==> config.mk <==
export PLATFORM = sky130hd
export DESIGN_NAME = bcd_time_scan_display
export DESIGN_NICKNAME = d
export VERILOG_FILES = /design/src/rtl/time_disp_pkg.sv /design/src/rtl/bcd_to_7seg.sv /design/src/rtl/bcd_time_scan_display.sv
export SDC_FILE = /design/constraint.sdc
export NUM_CORES = 1
export LEC_CHECK = 0
export ABC_AREA = 0
export CAP_MARGIN = 25
export CORE_MARGIN = 2
export CORE_UTILIZATION = 52
export CTS_CLUSTER_DIAMETER = 50
export DETAILED_ROUTE_END_ITERATION = 8
export GPL_TIMING_DRIVEN = 0
export PLACE_DENSITY = 0.76
export SLEW_MARGIN = 20
export SYNTH_ARGS = -nofsm -noshare
export SYNTH_HDL_FRONTEND = slang
export SYNTH_SLANG_ARGS = --single-unit
==> constraint.sdc <==
create_clock -name clk -period 7.2 [get_ports clk]
set_input_delay 2.16 -clock clk [delete_from_list [all_inputs] [get_ports clk]]
set_output_delay 2.16 -clock clk [all_outputs]
set_load 0.01 [all_outputs]
==> src/rtl/time_disp_pkg.sv <==
// Shared definitions for the multiplexed BCD time display.
// Font, field encoding and scan-index sizing.
package time_disp_pkg;

  localparam int IDX_W = 3;
  localparam logic [IDX_W-1:0] IDX_LAST = 3'd5;

  // Active-low {g,f,e,d,c,b,a}
  localparam logic [6:0] SEG_0    = 7'h40;
  localparam logic [6:0] SEG_1    = 7'h79;
  localparam logic [6:0] SEG_2    = 7'h24;
  localparam logic [6:0] SEG_3    = 7'h30;
  localparam logic [6:0] SEG_4    = 7'h19;
  localparam logic [6:0] SEG_5    = 7'h12;
  localparam logic [6:0] SEG_6    = 7'h02;
  localparam logic [6:0] SEG_7    = 7'h78;
  localparam logic [6:0] SEG_8    = 7'h00;
  localparam logic [6:0] SEG_9    = 7'h10;
  localparam logic [6:0] SEG_DASH = 7'h3F;
  localparam logic [6:0] SEG_OFF  = 7'h7F;

  typedef enum logic [1:0] {
    FLD_NONE = 2'd0,
    FLD_HR   = 2'd1,
    FLD_MIN  = 2'd2,
    FLD_SEC  = 2'd3
  } fld_e;

  typedef struct packed {
    logic [7:0] hh;
    logic [7:0] mm;
    logic [7:0] ss;
    logic       pm;
    fld_e       sel;
  } snap_t;

  function automatic fld_e fld_of_idx(
    input logic [IDX_W-1:0] idx
  );
    fld_e f;
    case (idx)
      3'd0, 3'd1: f = FLD_SEC;
      3'd2, 3'd3: f = FLD_MIN;
      3'd4, 3'd5: f = FLD_HR;
      default:    f = FLD_NONE;
    endcase
    return f;
  endfunction

endpackage

==> src/rtl/bcd_to_7seg.sv <==
// Nibble to active-low 7-segment pattern.
// Non-decimal nibbles render as a dash.
module bcd_to_7seg
  import time_disp_pkg::*;
(
  input  logic [3:0] nib,
  output logic [6:0] seg_n
);

  always_comb begin
    seg_n = SEG_DASH;
    case (nib)
      4'd0:    seg_n = SEG_0;
      4'd1:    seg_n = SEG_1;
      4'd2:    seg_n = SEG_2;
      4'd3:    seg_n = SEG_3;
      4'd4:    seg_n = SEG_4;
      4'd5:    seg_n = SEG_5;
      4'd6:    seg_n = SEG_6;
      4'd7:    seg_n = SEG_7;
      4'd8:    seg_n = SEG_8;
      4'd9:    seg_n = SEG_9;
      default: seg_n = SEG_DASH;
    endcase
  end

endmodule

==> src/rtl/bcd_time_scan_display.sv <==
// Six-digit HH.MM.SS scanner with per-frame snapshot,
// leading-zero blanking and field blink.
module bcd_time_scan_display
  import time_disp_pkg::*;
#(
  parameter int REFRESH_DIV  = 100000,
  parameter int BLINK_FRAMES = 64,
  parameter bit LZ_BLANK     = 1'b1
) (
  input  logic       clk,
  input  logic       reset,
  input  logic [7:0] hh,
  input  logic [7:0] mm,
  input  logic [7:0] ss,
  input  logic       pm,
  input  logic [1:0] blink_sel,
  output logic [6:0] seg_n,
  output logic       dp_n,
  output logic [5:0] an_n
);

  localparam int PW = $clog2(REFRESH_DIV);
  localparam int BW =
    (BLINK_FRAMES > 1) ? $clog2(BLINK_FRAMES) : 1;
  localparam logic [PW-1:0] P_LAST = PW'(REFRESH_DIV - 1);
  localparam logic [BW-1:0] B_LAST = BW'(BLINK_FRAMES - 1);

  logic [PW-1:0]    presc;
  logic [IDX_W-1:0] idx;
  logic [BW-1:0]    bcnt;
  logic             phase;
  snap_t            snap;
  snap_t            cur;
  snap_t            view;

  logic frame_start;
  logic presc_last;
  logic frame_end;

  assign cur = '{hh: hh, mm: mm, ss: ss,
                 pm: pm, sel: fld_e'(blink_sel)};

  assign presc_last  = (presc == P_LAST);
  assign frame_start = (presc == '0) && (idx == '0);
  assign frame_end   = presc_last && (idx == IDX_LAST);

  // The capture cycle already shows the new value
  assign view = frame_start ? cur : snap;

  always_ff @(posedge clk) begin
    if (reset) begin
      presc <= '0;
      idx   <= '0;
      bcnt  <= '0;
      phase <= 1'b0;
      snap  <= '0;
    end else begin
      presc <= presc_last ? '0 : presc + PW'(1);
      if (presc_last)
        idx <= (idx == IDX_LAST) ? '0 : idx + IDX_W'(1);
      if (frame_end) begin
        if (bcnt == B_LAST) begin
          bcnt  <= '0;
          phase <= ~phase;
        end else begin
          bcnt <= bcnt + BW'(1);
        end
      end
      if (frame_start)
        snap <= view;
    end
  end

  logic [3:0] nib;
  logic [6:0] font;
  logic       blank;
  logic       lz;
  logic [6:0] seg_d;
  logic       dp_d;
  logic [5:0] an_d;

  bcd_to_7seg u_dec (
    .nib   (nib),
    .seg_n (font)
  );

  always_comb begin
    nib = '0;
    case (idx)
      3'd0:    nib = view.ss[3:0];
      3'd1:    nib = view.ss[7:4];
      3'd2:    nib = view.mm[3:0];
      3'd3:    nib = view.mm[7:4];
      3'd4:    nib = view.hh[3:0];
      3'd5:    nib = view.hh[7:4];
      default: nib = '0;
    endcase
  end

  always_comb begin
    blank = phase && (view.sel != FLD_NONE) &&
            (view.sel == fld_of_idx(idx));
    lz    = LZ_BLANK && (idx == IDX_LAST) &&
            (nib == 4'd0);
    seg_d = (blank || lz) ? SEG_OFF : font;
    dp_d  = 1'b1;
    if (!blank) begin
      case (idx)
        3'd2, 3'd4: dp_d = 1'b0;
        3'd0:       dp_d = ~view.pm;
        default:    dp_d = 1'b1;
      endcase
    end
    an_d = ~(6'b000001 << idx);
  end

  always_ff @(posedge clk) begin
    if (reset) begin
      seg_n <= SEG_OFF;
      dp_n  <= 1'b1;
      an_n  <= 6'h3F;
    end else begin
      seg_n <= seg_d;
      dp_n  <= dp_d;
      an_n  <= an_d;
    end
  end

endmodule

==> results of run 1 <==
power breakdown:
part / internal, uW / total [uW] / switching [uW]
clock network: 134 / 271 / 137
registers: 400 / 409 / 8.74
logic: 73.7 / 142 / 68.5
flip-flops by register name, indices dropped and copies added, names as in the netlist:
| signal | count |
|---|---|
| an_n | 6 |
| bcnt | 6 |
| dp_n | 1 |
| idx | 3 |
| phase | 1 |
| presc | 17 |
| seg_n | 7 |
| snap | 27 |
layout make-up:
class / count / share of cell area [%]
buffer: 13 / 2.04
clock buffer: 14 / 4.07
clock inverter: 2 / 0.267
inverter: 14 / 1.40
multi-input combinational: 251 / 42.5
sequential: 68 / 36.3
tap: 75 / 2.50
timing repair buffer: 41 / 10.9
worst reg2reg max path: cells and delay by family (launching register included):
family | cells | cell delay [ns]
simple gates | 6 | 1.83
compound gates | 4 | 0.55
buf+inv | 3 | 0.53
flops | 1 | 0.30
fa+ha+maj | 1 | 0.28
mux | 1 | 0.26
worst max path at each step:
stage,slack [ns],end,depth (start not counted)
detailed placement,2.75,seg_n[1],10
global placement,2.77,seg_n[1],10
floorplan,3.55,seg_n[0],9
finish,3.09,seg_n[1],10
CTS,3.09,seg_n[1],10
global route,2.78,seg_n[1],10
kinds of logic after synthesis:
| logic type | Yosys count | synth area share [%] |
|---|---|---|
| buffers and inverters | 27 | 4.18 |
| AOI/OAI and AO/OA | 46 | 9.66 |
| adders and majority gates | 9 | 3.65 |
| DFF | 68 | 44.2 |
| xor gates and xnor gates | 19 | 5.40 |
| muxes | 26 | 8.44 |
| and+or+nand+nor | 151 | 24.5 |
metrics by stage:
step | power (uW) | hold WS (ns) | cell area [um^2] | cells | utilization [%]
after global placement | 557 | 0.448 | 3590 | 462 | 61.7
final | 822 | 0.474 | 3750 | 478 | 64.5
after detailed placement | 560 | 0.463 | 3590 | 462 | 61.7
after floorplan | 509 | 0.430 | 3080 | 346 | -
after CTS | 827 | 0.472 | 3750 | 478 | 64.5
after global routing | 856 | 0.493 | 3750 | 478 | 64.5
metal layers:
layer / up-vias / wire length [um]
li1: 1298 / -
met1: 1192 / 3010
met2: 61 / 3200
met3: 13 / 295
met4: 0 / 159
met5: - / 0
layout by cell type, fill, tap and decap left out, types with 5 or more instances in the layout:
cell / count
o21ai_0: 11
and3_1: 7
ha_1: 9
clkbuf_8: 11
or2_2: 5
and2_1: 6
xor2_1: 6
mux2i_1: 26
xnor2_1: 13
a21oi_1: 12
nand2_1: 27
or3_1: 6
clkdlybuf4s50_1: 41
dfxtp_1: 68
clkbuf_1: 12
inv_1: 13
nand3_1: 14
nor2_1: 56
nor3_1: 8
==> results.ini, run 1 <==
[drt]
vias=2564
routed_wl_mm=6.66
drtPass1Iterations=4
viasPerCell=5.36
drcViolationCount=0
routedWlPerCell_um=13.9
ant_nets=0
drtIter0Drc=129

[power]
powerDensity_nw_per_um2=219
peakVddDrop_mv=0.131
p_leak_uw=0.00151

[critical_path]
r2r_slack_ns=3.37
crit_family=simple AND/OR/NAND/NOR gates
cp-start-kind=input pin
timing.rr.end=seg_n[1]
crit_buf_inv=1
slowest_stage=nor3_1
cp.required_ns=7.47
crit_fanout=5
setup.worst_path.end_class=flop
critPathMaxStageDelay_ns=0.52
critPathLaunch=ss[0]
timing.critical_path.cells=clkdlybuf4s50_1 -> mux2i_1 -> o22ai_1 -> nor3_1 -> ha_1 -> and2_1 -> nand3_1 -> o31ai_1 -> a21oi_1 -> o21ai_0
reg2regPathDepth=15
worstReg2RegStart=idx[2]
crit_type=in2reg
critical_path_arrival_ns=4.38

[global_routing]
grt_pass1_wl_mm=10.9
met2_usage_pct=36.8
grt.total_usage_pct=22.2
busiest_layer=met2
grt_pass1_vias=2424
globalRouteOverflowTotal=0
grt_max_degree=11
globalRouteMet3Util_pct=3.89
gr-usage-met1_pct=26.7
antenna_found_initial=0

[clocking]
cts_setup_buffers=0
numCtsBuffers=9
clk_pin_slew_ns=0.07
cts.sinks=68
clkLatencyLatePin_ns=0.35
cts_hold_buffers=0
h-tree-depth=3
cts_tree=done
cts.repair.resized=0
root_buffer=clkbuf_8
ctsLongestPathBuffers=2

[synth]
synthTopCellsByCount=dfxtp_1, nor2_1, nand2_1, mux2i_1, nand3_1
synth_top_area_share_pct=44.2
syn-num-nets=384
ys.flop_type=dfxtp_1
syn_inst=346
synth.largest_area_cell=dfxtp_1
syn_area_per_cell_um2=8.91
synth_area_leaders=dfxtp_1, mux2i_1, nor2_1
async_flop_share_pct=0
ys_seq_area_share_pct=44.2
synth.most_common_cell=dfxtp_1
synth.cell_area_um2=3080
synth_edf_count=0
ys_types=52
synth_seq_cells=68
yosysWarningCount=0

[timing]
maxSlewViolCount=0
hold_violations=0
setup_viol=0
fin_crit_ns=4.11
rsz0062_at_grt=false
worst_slack_ns=3.09
max-slew-margin-rel_pct=58.2
max_freq_mhz=243
tightest_slew_ns=0.622
skew_ns=0.00421
fin_crit_sh_pct=57.1
setup_tns_ns=0

[worst_hold_path]
min_path_cells=2
worst_hold_startpoint=snap[18]
whs_endpoint=snap[18]
hold_path_class=reg2reg

[layout]
drive_gt1_share_pct=6.95
insertedDiodeCount=0
fill_cells=482
seqCellArea_um2=1360
area_growth_pct=21.6
multi_input_area_um2=1590
nets=436

[die]
io_pins=43
die_w_um=81
fp.dieH_um=81
coreArea_um2=5820
rows=28
initial_core_util_pct=53.0
fp.dieArea_um2=6560

[placement]
routabilityCongestion=0.858
place_ws_ns=2.75
dp_hpwl_mm=5.00
portBuffers=41

[flow_run]
maxCapViolCount=0

[run_status]
outcome=complete, no violations

Note: power is estimated with default switching activity, not from simulation.
==> run 2: changes to the inputs <==
- clock period: 7.2 -> 3.9 ns (I/O delays scaled with it)
==> results.ini, run 2 (synthesis results as in run 1) <==
[worst_hold_path]
hold_path_class=reg2reg
min_path_cells=2  ; unchanged
whs_endpoint=snap[18]
worst_hold_startpoint=snap[18]

[timing]
skew_ns=0.00586  ; +0.00164 ns
hold_violations=0  ; unchanged
rsz0062_at_grt=false
maxSlewViolCount=0  ; unchanged
fin_crit_ns=3.53
fin_crit_sh_pct=90.6
max_freq_mhz=283
setup_viol=0  ; unchanged
tightest_slew_ns=0.626  ; +0.00408 ns
setup_tns_ns=0  ; unchanged
hold_ws_ns=0.473  ; -0.000833 ns
max-slew-margin-rel_pct=57.9  ; -0.27 points

[die]
io_pins=43  ; unchanged
coreArea_um2=5820  ; unchanged
fp.dieH_um=81  ; unchanged
initial_core_util_pct=53.0  ; unchanged
rows=28  ; unchanged
die_w_um=81  ; unchanged
fp.dieArea_um2=6560  ; unchanged

[drt]
vias=2566  ; +0.078%
drtIter0Drc=129  ; unchanged
drtPass1Iterations=4  ; unchanged
viasPerCell=5.35  ; -0.34%
drcViolationCount=0  ; unchanged
routedWlPerCell_um=13.9  ; +0.11%
routed_wl_mm=6.69  ; +0.53%
ant_nets=0  ; unchanged

[global_routing]
antenna_found_initial=0  ; unchanged
globalRouteOverflowTotal=0  ; unchanged
grt_max_degree=11  ; unchanged
grt_pass1_wl_mm=10.9  ; unchanged
grt_pass1_vias=2424  ; unchanged
grt.total_usage_pct=22.2  ; unchanged

[clocking]
ctsLongestPathBuffers=2  ; unchanged
cts.sinks=68  ; unchanged
cts_hold_buffers=0  ; unchanged
root_buffer=clkbuf_8
clk_pin_slew_ns=0.07  ; about the same
cts_tree=done
clkLatencyLatePin_ns=0.35  ; about the same
numCtsBuffers=9  ; unchanged
h-tree-depth=3  ; unchanged

[critical_path]
r2r_slack_ns=0.37  ; -3.00 ns
worstReg2RegStart=presc[11]
critical_path_arrival_ns=3.74  ; -0.64 ns
setup.worst_path.end_class=flop
timing.rr.end=seg_n[1]
crit_fanout=10  ; +5
reg2regPathDepth=14  ; -1
cp.required_ns=4.11  ; -3.36 ns
crit_type=reg2reg
cp-start-kind=flop

[layout]
reg.largest.list=snap (27), presc (17), seg_n (7)
final_cell_mix=dfxtp_1, nor2_1, clkdlybuf4s50_1, nand2_1, mux2i_1
final_util_pct=64.9  ; +0.39 points
insertedDiodeCount=0  ; unchanged
nets=438  ; +0.46%
drive_gt1_share_pct=7.90  ; +0.95 points
top_register=snap
area_growth_pct=22.4
largest_reg_flops=27  ; unchanged
mostFrequentLayoutCell=dfxtp_1

[placement]
routabilityCongestion=0.858  ; unchanged
dp_hpwl_mm=5.00  ; unchanged
portBuffers=41  ; unchanged

[power]
powerDensity_nw_per_um2=404  ; +84%
p_total_uw=1520  ; +85%
p_leak_uw=0.00152  ; +0.85%
peakVddDrop_mv=0.242  ; +85%

[run_status]
outcome=complete, no violations

[flow_run]
maxCapViolCount=0  ; unchanged

## run 2: per-stage QoR
stage	instances	cell area (um^2)	worst slack, ns
after floorplan	346	3080	0.683
after global placement	462	3590	0.179
after detailed placement	462	3590	0.125
after CTS	478	3750	0.0860
after global routing	480	3770	0.0892
final	480	3770	0.366
## run 2: critical path, stage by stage, from the launching register on
cell	delay (ns)
dfxtp_1	0.33
or4_4	0.59
nor4_4	0.39
and2_1	0.19
clkbuf_8	0.18
buf_6	0.17
mux2i_1	0.10
o22a_1	0.21
and2_1	0.22
ha_1	0.23
and2_1	0.16
nand3_1	0.08
o31ai_1	0.06
a21oi_1	0.31
o21ai_0	0.16
## run 2: final cells by class
class / instances / area (um^2)
plain buffers: 13 / 76.3
clock buffers: 14 / 153
clock inverters: 2 / 10.0
fillers: 482 / 2040
inverters: 14 / 52.6
multi-input cells: 251 / 1600
flip-flops and latches: 68 / 1360
well taps: 75 / 93.8
repair buffers: 43 / 425
## run 2: worst max path at each step
stage	to	from
finish	seg_n[1]	presc[11]
global placement	seg_n[1]	presc[11]
CTS	seg_n[1]	idx[2]
global route	seg_n[1]	presc[11]
detailed placement	seg_n[1]	idx[2]
floorplan	seg_n[0]	presc[11]
## run 2: where the power goes
| part | switching, uW | leakage [uW] | internal, uW |
|---|---|---|---|
| combinational | 127 | 0.000880 | 140 |
| sequential | 16.1 | 0.000557 | 739 |
| clock | 253 | 0.0000844 | 247 |
## run 2: per-layer routing
metal	track usage [%]	vias to the layer above	share of wire, %
met3	3.89	17	5.3
met5	0	-	0
met1	26.7	1180	44
met2	36.8	67	48
met4	13.6	0	2.6
li1	-	1302	-
## run 2: repair_timing
item / in CTS / in global routing
resized for setup: 0 / 2
endpoints found under the setup margin: 0 / 6
endpoints found under the hold margin: 0 / 0
setup buffers: 0 / 2
==> run 3: changes to the inputs <==
- CTS_CLUSTER_SIZE: not set -> 10
==> results of run 3 <==
No change in the layout: final DEF, timing and power equal those of run 2.
